===== src/rtl/dpi_stream_pkg.sv =====
// Shared types and helpers for the per-stream regex context wrapper.
package dpi_stream_pkg;

    localparam int unsigned SID_W_DEF   = 6;
    localparam int unsigned STATE_W_DEF = 11;
    localparam int unsigned COUNT_W_DEF = 16;

    typedef enum logic [2:0] {
        ST_IDLE   = 3'd0,
        ST_LOAD   = 3'd1,
        ST_RUN    = 3'd2,
        ST_DRAIN  = 3'd3,
        ST_COMMIT = 3'd4
    } ctx_state_e;

    // Increment v by inc, clamping at max instead of wrapping.
    function automatic logic [31:0] sat_inc(input logic [31:0] v, input logic inc,
                                            input logic [31:0] max);
        if (inc && (v < max)) return v + 32'd1;
        return v;
    endfunction

endpackage


===== src/rtl/dpi_ctx_ram.sv =====
// 1R1W synchronous RAM; a read of the address being written returns the old contents.
module dpi_ctx_ram #(
    parameter int unsigned DEPTH = 64,
    parameter int unsigned AW    = 6,
    parameter int unsigned W     = 11
) (
    input  logic          clk,
    input  logic          we,
    input  logic [AW-1:0] wr_addr,
    input  logic [W-1:0]  wr_data,
    input  logic [AW-1:0] rd_addr,
    output logic [W-1:0]  rd_data
);

    logic [W-1:0] mem [DEPTH];

    always_ff @(posedge clk) begin
        if (we) mem[wr_addr] <= wr_data;
        rd_data <= mem[rd_addr];
    end

endmodule


===== src/rtl/dpi_regex_engine.sv =====
// Single-pattern DFA engine ("dpi" substring search) with the standard engine port set.
module dpi_regex_engine #(
    parameter int unsigned STATE_W = 11,
    parameter int unsigned LAT     = 1
) (
    input  logic               clk,
    input  logic               rst,
    input  logic [7:0]         char_in,
    input  logic               char_in_vld,
    input  logic [STATE_W-1:0] state_in,
    input  logic               state_in_vld,
    output logic [STATE_W-1:0] state_out,
    output logic               accept_out
);

    localparam logic [STATE_W-1:0] S_D   = STATE_W'(1);
    localparam logic [STATE_W-1:0] S_DP  = STATE_W'(2);
    localparam logic [STATE_W-1:0] S_ACC = STATE_W'(3);

    logic [STATE_W-1:0] st;
    logic [STATE_W-1:0] nxt;
    logic [LAT-1:0]     acc_pipe;

    // Pattern has no self-overlap, so every mismatch restarts on 'd' or falls to 0.
    always_comb begin
        nxt = (char_in == "d") ? S_D : '0;
        if (st == S_D  && char_in == "p") nxt = S_DP;
        if (st == S_DP && char_in == "i") nxt = S_ACC;
    end

    always_ff @(posedge clk) begin
        if (rst) begin
            st       <= '0;
            acc_pipe <= '0;
        end else begin
            if (state_in_vld)     st <= state_in;
            else if (char_in_vld) st <= nxt;
            acc_pipe[0] <= char_in_vld && (nxt == S_ACC);
            for (int unsigned i = 1; i < LAT; i++) acc_pipe[i] <= acc_pipe[i-1];
        end
    end

    assign state_out  = st;
    assign accept_out = acc_pipe[LAT-1];

endmodule


===== src/rtl/dpi_stream_regex_ctx.sv =====
// Per-stream DFA context save/restore around one regex engine, with match commit.
// Optional per-stream count RAM: define DPI_STREAM_COUNT_EN.
module dpi_stream_regex_ctx
    import dpi_stream_pkg::*;
#(
    parameter int unsigned NUM_STREAMS = 64,
    parameter int unsigned SID_W       = SID_W_DEF,
    parameter int unsigned STATE_W     = STATE_W_DEF,
    parameter int unsigned COUNT_W     = COUNT_W_DEF,
    parameter int unsigned ENGINE_LAT  = 1
) (
    input  logic               clk,
    input  logic               rst,
    input  logic               load_state,
    input  logic [SID_W-1:0]   stream_id,
    input  logic               new_stream_id,
    input  logic               enable,
    input  logic [7:0]         char_in,
    input  logic               char_in_vld,
    input  logic               eop,
    output logic               in_ready,
    output logic               fired,
    output logic               done,
    output logic [SID_W-1:0]   done_sid,
    output logic               done_hit,
    output logic [COUNT_W-1:0] count,
    output logic               proto_err,
    input  logic [SID_W-1:0]   cnt_rd_sid,
    output logic [COUNT_W-1:0] cnt_rd_data
);

    localparam logic [COUNT_W-1:0] CNT_MAX = '1;

    ctx_state_e         st;
    logic [SID_W-1:0]   sid_q;
    logic               new_q;
    logic               en_q;
    logic [2:0]         drain_cnt;
    logic               fired_q;
    logic [COUNT_W-1:0] count_q;
    logic               proto_q;

    logic [SID_W-1:0]   ram_rd_addr;
    logic [STATE_W-1:0] ram_rd_data;
    logic [STATE_W-1:0] eng_state_in;
    logic [STATE_W-1:0] eng_state_out;
    logic               eng_char_vld;
    logic               eng_accept;
    logic               commit_we;

    // Read is issued from IDLE so data is ready in LOAD; sid_q holds the address afterwards.
    assign ram_rd_addr  = (st == ST_IDLE) ? stream_id : sid_q;
    assign eng_state_in = new_q ? '0 : ram_rd_data;
    assign eng_char_vld = char_in_vld && (st == ST_RUN);
    assign commit_we    = (st == ST_COMMIT) && en_q;

    dpi_ctx_ram #(
        .DEPTH (NUM_STREAMS),
        .AW    (SID_W),
        .W     (STATE_W)
    ) u_state_ram (
        .clk     (clk),
        .we      (commit_we),
        .wr_addr (sid_q),
        .wr_data (eng_state_out),
        .rd_addr (ram_rd_addr),
        .rd_data (ram_rd_data)
    );

    dpi_regex_engine #(
        .STATE_W (STATE_W),
        .LAT     (ENGINE_LAT)
    ) u_engine (
        .clk          (clk),
        .rst          (rst),
        .char_in      (char_in),
        .char_in_vld  (eng_char_vld),
        .state_in     (eng_state_in),
        .state_in_vld (st == ST_LOAD),
        .state_out    (eng_state_out),
        .accept_out   (eng_accept)
    );

    always_ff @(posedge clk) begin
        if (rst) begin
            st        <= ST_IDLE;
            sid_q     <= '0;
            new_q     <= 1'b0;
            en_q      <= 1'b0;
            drain_cnt <= '0;
            fired_q   <= 1'b0;
            count_q   <= '0;
            proto_q   <= 1'b0;
        end else begin
            if (load_state && (st != ST_IDLE))            proto_q <= 1'b1;
            if ((char_in_vld || eop) && (st != ST_RUN))   proto_q <= 1'b1;
            if (eng_accept && (st == ST_RUN || st == ST_DRAIN)) fired_q <= 1'b1;

            case (st)
                ST_IDLE: begin
                    if (load_state) begin
                        sid_q   <= stream_id;
                        new_q   <= new_stream_id;
                        en_q    <= enable;
                        fired_q <= 1'b0;
                        st      <= ST_LOAD;
                    end
                end
                ST_LOAD: st <= ST_RUN;
                ST_RUN: begin
                    if (eop) begin
                        drain_cnt <= 3'(ENGINE_LAT - 1);
                        st        <= ST_DRAIN;
                    end
                end
                ST_DRAIN: begin
                    if (drain_cnt == '0) st <= ST_COMMIT;
                    else                 drain_cnt <= drain_cnt - 3'd1;
                end
                ST_COMMIT: begin
                    st <= ST_IDLE;
                    if (en_q) count_q <= COUNT_W'(sat_inc(32'(count_q), fired_q, 32'(CNT_MAX)));
                    else      fired_q <= 1'b0;
                end
                default: st <= ST_IDLE;
            endcase
        end
    end

`ifdef DPI_STREAM_COUNT_EN
    logic [COUNT_W-1:0] cnt_cur;
    logic [COUNT_W-1:0] cnt_base;
    logic [COUNT_W-1:0] cnt_wr;

    assign cnt_base = new_q ? '0 : cnt_cur;
    assign cnt_wr   = COUNT_W'(sat_inc(32'(cnt_base), fired_q, 32'(CNT_MAX)));

    // Two copies share every write: one feeds the commit update, one the external read port.
    dpi_ctx_ram #(
        .DEPTH (NUM_STREAMS),
        .AW    (SID_W),
        .W     (COUNT_W)
    ) u_cnt_ram_upd (
        .clk     (clk),
        .we      (commit_we),
        .wr_addr (sid_q),
        .wr_data (cnt_wr),
        .rd_addr (sid_q),
        .rd_data (cnt_cur)
    );

    dpi_ctx_ram #(
        .DEPTH (NUM_STREAMS),
        .AW    (SID_W),
        .W     (COUNT_W)
    ) u_cnt_ram_rd (
        .clk     (clk),
        .we      (commit_we),
        .wr_addr (sid_q),
        .wr_data (cnt_wr),
        .rd_addr (cnt_rd_sid),
        .rd_data (cnt_rd_data)
    );
`else
    logic unused_cnt_rd;
    assign unused_cnt_rd = ^cnt_rd_sid;
    assign cnt_rd_data   = '0;
`endif

    assign in_ready  = (st == ST_RUN);
    assign fired     = fired_q;
    assign done      = (st == ST_COMMIT);
    assign done_sid  = sid_q;
    assign done_hit  = (st == ST_COMMIT) && en_q && fired_q;
    assign count     = count_q;
    assign proto_err = proto_q;

endmodule


===== config.mk =====
export PLATFORM = sky130hd
export DESIGN_NAME = dpi_stream_regex_ctx
export DESIGN_NICKNAME = d
export VERILOG_FILES = /design/src/rtl/dpi_stream_pkg.sv /design/src/rtl/dpi_ctx_ram.sv /design/src/rtl/dpi_regex_engine.sv /design/src/rtl/dpi_stream_regex_ctx.sv
export SDC_FILE = /design/constraint.sdc
export NUM_CORES = 1
export LEC_CHECK = 0
export CAP_MARGIN = 20
export CORE_ASPECT_RATIO = 1.1
export CORE_MARGIN = 1
export CORE_UTILIZATION = 37
export DETAILED_ROUTE_END_ITERATION = 6
export GPL_TIMING_DRIVEN = 0
export SLEW_MARGIN = 30
export SYNTH_ARGS = -nofsm -noshare
export SYNTH_HDL_FRONTEND = slang
export SYNTH_SLANG_ARGS = --single-unit
export TNS_END_PERCENT = 100

===== constraint.sdc =====
create_clock -name clk -period 4.9 [get_ports clk]
set_input_delay 1.225 -clock clk [delete_from_list [all_inputs] [get_ports clk]]
set_output_delay 1.225 -clock clk [all_outputs]
set_load 0.005 [all_outputs]

==> flow_summary.yaml <==
drt:
  vias: 19000
  drt_iter0_drc: 2055
  drt_first_pass_iters: 5
  vias_per_cell: 5.71
  postRouteWirelength_um: 87300
  avgRoutedWirePerCell_um: 26.3
  postRouteAntennaNets: 0
  drc: 0
clock_tree:
  max-clock-path-buffers: 3
  postCtsSetupBuffers: 0
  path_clk_slew_ns: 0.06
  cts_root_buf: "clkbuf_16"
  cts.sinks: 759
  clock_latency_ns: 0.64
  hold_buffers: 0
  cts_htree_levels: 3
  ctsResizeCount: 0
  tritoncts: "done"
  numCtsBuffers: 75
synthesis:
  ys_async_sr_fraction_pct: 0
  ys_ff_latch: 759
  synth_area_leaders: "edfxtp_1, mux2i_1, dfxtp_1, a211oi_1, nand3_1"
  syn_area_mm2: 0.0308
  synth_top_area_share_pct: 68.7
  synth_common_cells: "edfxtp_1, mux2i_1, nand3_1"
  syn_avg_cell_area_um2: 15.0
  yosys.area.top_type: "edfxtp_1"
  synth_cell_types: 57
  ys.flop_type: "edfxtp_1"
  synthMostInstantiatedCell: "edfxtp_1"
  synth-edff-count: 704
  synthCells: 2046
  yosys_warnings: 0
  yosysSeqAreaShare_pct: 72.3
setup_path:
  crit_required_ns: 5.31
  endpoint_kind: "register"
  cp_max_fo: 10
  crit_type: "in2reg"
  startpoint_type: "primary input"
  worstPathArrival_ns: 5.10
pwr:
  power_density_mw_per_mm2: 430
  internal_power_mw: 11.2
  p_seq_share_pct: 48.6
  sw_frac_of_total_pct: 26.5
  p_clk_share_pct: 37.3
  power_leakage_nw: 12.0
  ir_drop_mv: 0.246
  comb_power_share_pct: 14.1
  power_switching_mw: 4.04
layout:
  drive_above_1_share_pct: 13.7
  syn_to_final_growth_pct: 15.3
  diodes: 0
  layout.nets: 2225
  final_core_util_pct: 43.3
run_status:
  outcome: "complete, no violations"
sta:
  relSlewSlack_pct: 29.9
  worstMarginPinSlew_ns: 1.05
  timing.fmax_mhz: 213
  rsz0062_at_grt: "no"
  slew_violations: 0
  setup_violations: 0
  finalCriticalPeriod_ns: 4.69
  skew_ns: 0.0282
  fin_crit_sh_pct: 95.7
  hold_viol: 0
  setup_ws_ns: 0.213
run:
  max-cap-violations: 0
placement:
  dpl_worst_slack_ns: -0.308
  globalplace.congestion: 0.885
  numPortBuffers: 46
  dp_hpwl_um: 58300
global_route:
  grt_max_degree: 54
  first_global_vias: 18500
  antenna_found_initial: 0
  grt_pass1_wl_um: 127000
  grt_usage_pct: 20.5
  grt.overflow.total: 0
die:
  die_area_mm2: 0.0843
  ios: 70
  fp.dieW_um: 277
  initial_core_util_pct: 37.5
  rows: 110
  core_area_mm2: 0.0820
  dieHeight_um: 304
hold_path:
  hold_class: "reg2reg"
-- sequential cells by signal (all words and copies together) (netlist names) --
name / flops
drain_cnt: 3
st: 3
u_state_ram.mem: 704
u_engine.state_out: 11
en_q: 1
new_q: 1
u_state_ram.rd_data: 11
u_engine.accept_out: 1
proto_err: 1
fired: 1
done_sid: 6
count: 16
-- kinds of logic (layout without fill, tap and decap cells) --
kind of cell | Yosys count | count (layout) | share of synthesized area [%]
XOR/XNOR | 15 | 15 | 0.427
adder cells (fa/ha/maj) | 3 | 3 | 0.122
AO/OA/AOI/OAI | 486 | 486 | 10.8
buffers and inverters | 186 | 381 | 2.78
other | 1 | 16 | 0.0122
AND/OR/NAND/NOR | 370 | 370 | 5.88
flip-flops | 759 | 759 | 72.3
multiplexers | 226 | 226 | 7.66
-- layout by cell type (no fill, tap or decap), types with 25 or more instances in the layout --
master,Yosys,final
edfxtp_1,704,704
mux2i_1,180,180
nand3_1,143,143
o21ai_0,139,139
a211oi_1,133,133
clkbuf_1,93,107
o22ai_1,87,87
clkbuf_16,0,76
nor2_2,1,60
clkdlybuf4s50_1,0,46
nor2_1,104,45
buf_2,44,44
a2111o_1,44,44
dfxtp_1,55,44
nand2_1,39,39
mux2_2,35,35
o31ai_1,36,35
nor3_1,25,25
-- area by class of cell --
cell class,instances,area (um^2)
clock buffer,92,1980
multi-input combinational,1116,7880
tap,1064,1330
buffer,175,813
inverter,11,41.3
fill,7278,46500
timing repair buffer,57,711
clock inverter,46,437
sequential,759,22300
-- worst max-delay path, stage by stage --
cell,delay [ns]
clkdlybuf4s50_1,0.53
mux2i_1,0.27
clkbuf_1,0.72
or2_1,0.20
buf_1,0.52
clkbuf_1,0.44
o22ai_1,0.25
o31ai_1,0.56
o2111ai_1,0.38
-- path summary, 6_finish.rpt --
check / startpoint / end / slack (ns) / depth (start not counted)
max: stream_id[1] / u_state_ram.rd_data[1] / 0.21 / 9
min: proto_err / proto_err / 0.49 / 2
max reg2reg: st[2] / u_state_ram.rd_data[1] / 0.26 / 10
min reg2reg: proto_err / proto_err / 0.49 / 2
-- metal layers --
metal	track usage [%]	vias to the layer above	wire length, um
met5	0	-	0
met3	2.97	129	6610
met2	32.8	900	41000
met4	10.3	0	3980
li1	-	8410	-
met1	27.4	9526	35700
-- power groups by stage --
stage | registers (mW) | logic (mW) | clock network [mW]
6_report | 7.41 | 2.14 | 5.69
5_1_grt | 7.42 | 2.24 | 6.01
4_1_cts | 7.41 | 2.12 | 5.76
3_5_place_dp | 7.55 | 2.11 | 0
3_3_place_gp | 7.72 | 1.87 | 0
2_1_floorplan | 7.53 | 1.19 | 0
-- per-stage QoR --
step | cells | area [um^2] | hold slack [ns] | TNS, ns | power (mW)
2_1_floorplan | 2061 | 30800 | 0.445 | 0 | 8.72
3_3_place_gp | 3171 | 32600 | 0.464 | -1.60 | 9.59
3_5_place_dp | 3182 | 33000 | 0.469 | -1.76 | 9.66
4_1_cts | 3320 | 35400 | 0.486 | 0 | 15.3
5_1_grt | 3320 | 35500 | 0.508 | 0 | 15.7
6_report | 3320 | 35500 | 0.486 | 0 | 15.2
Note: power is estimated with default switching activity, not from simulation.
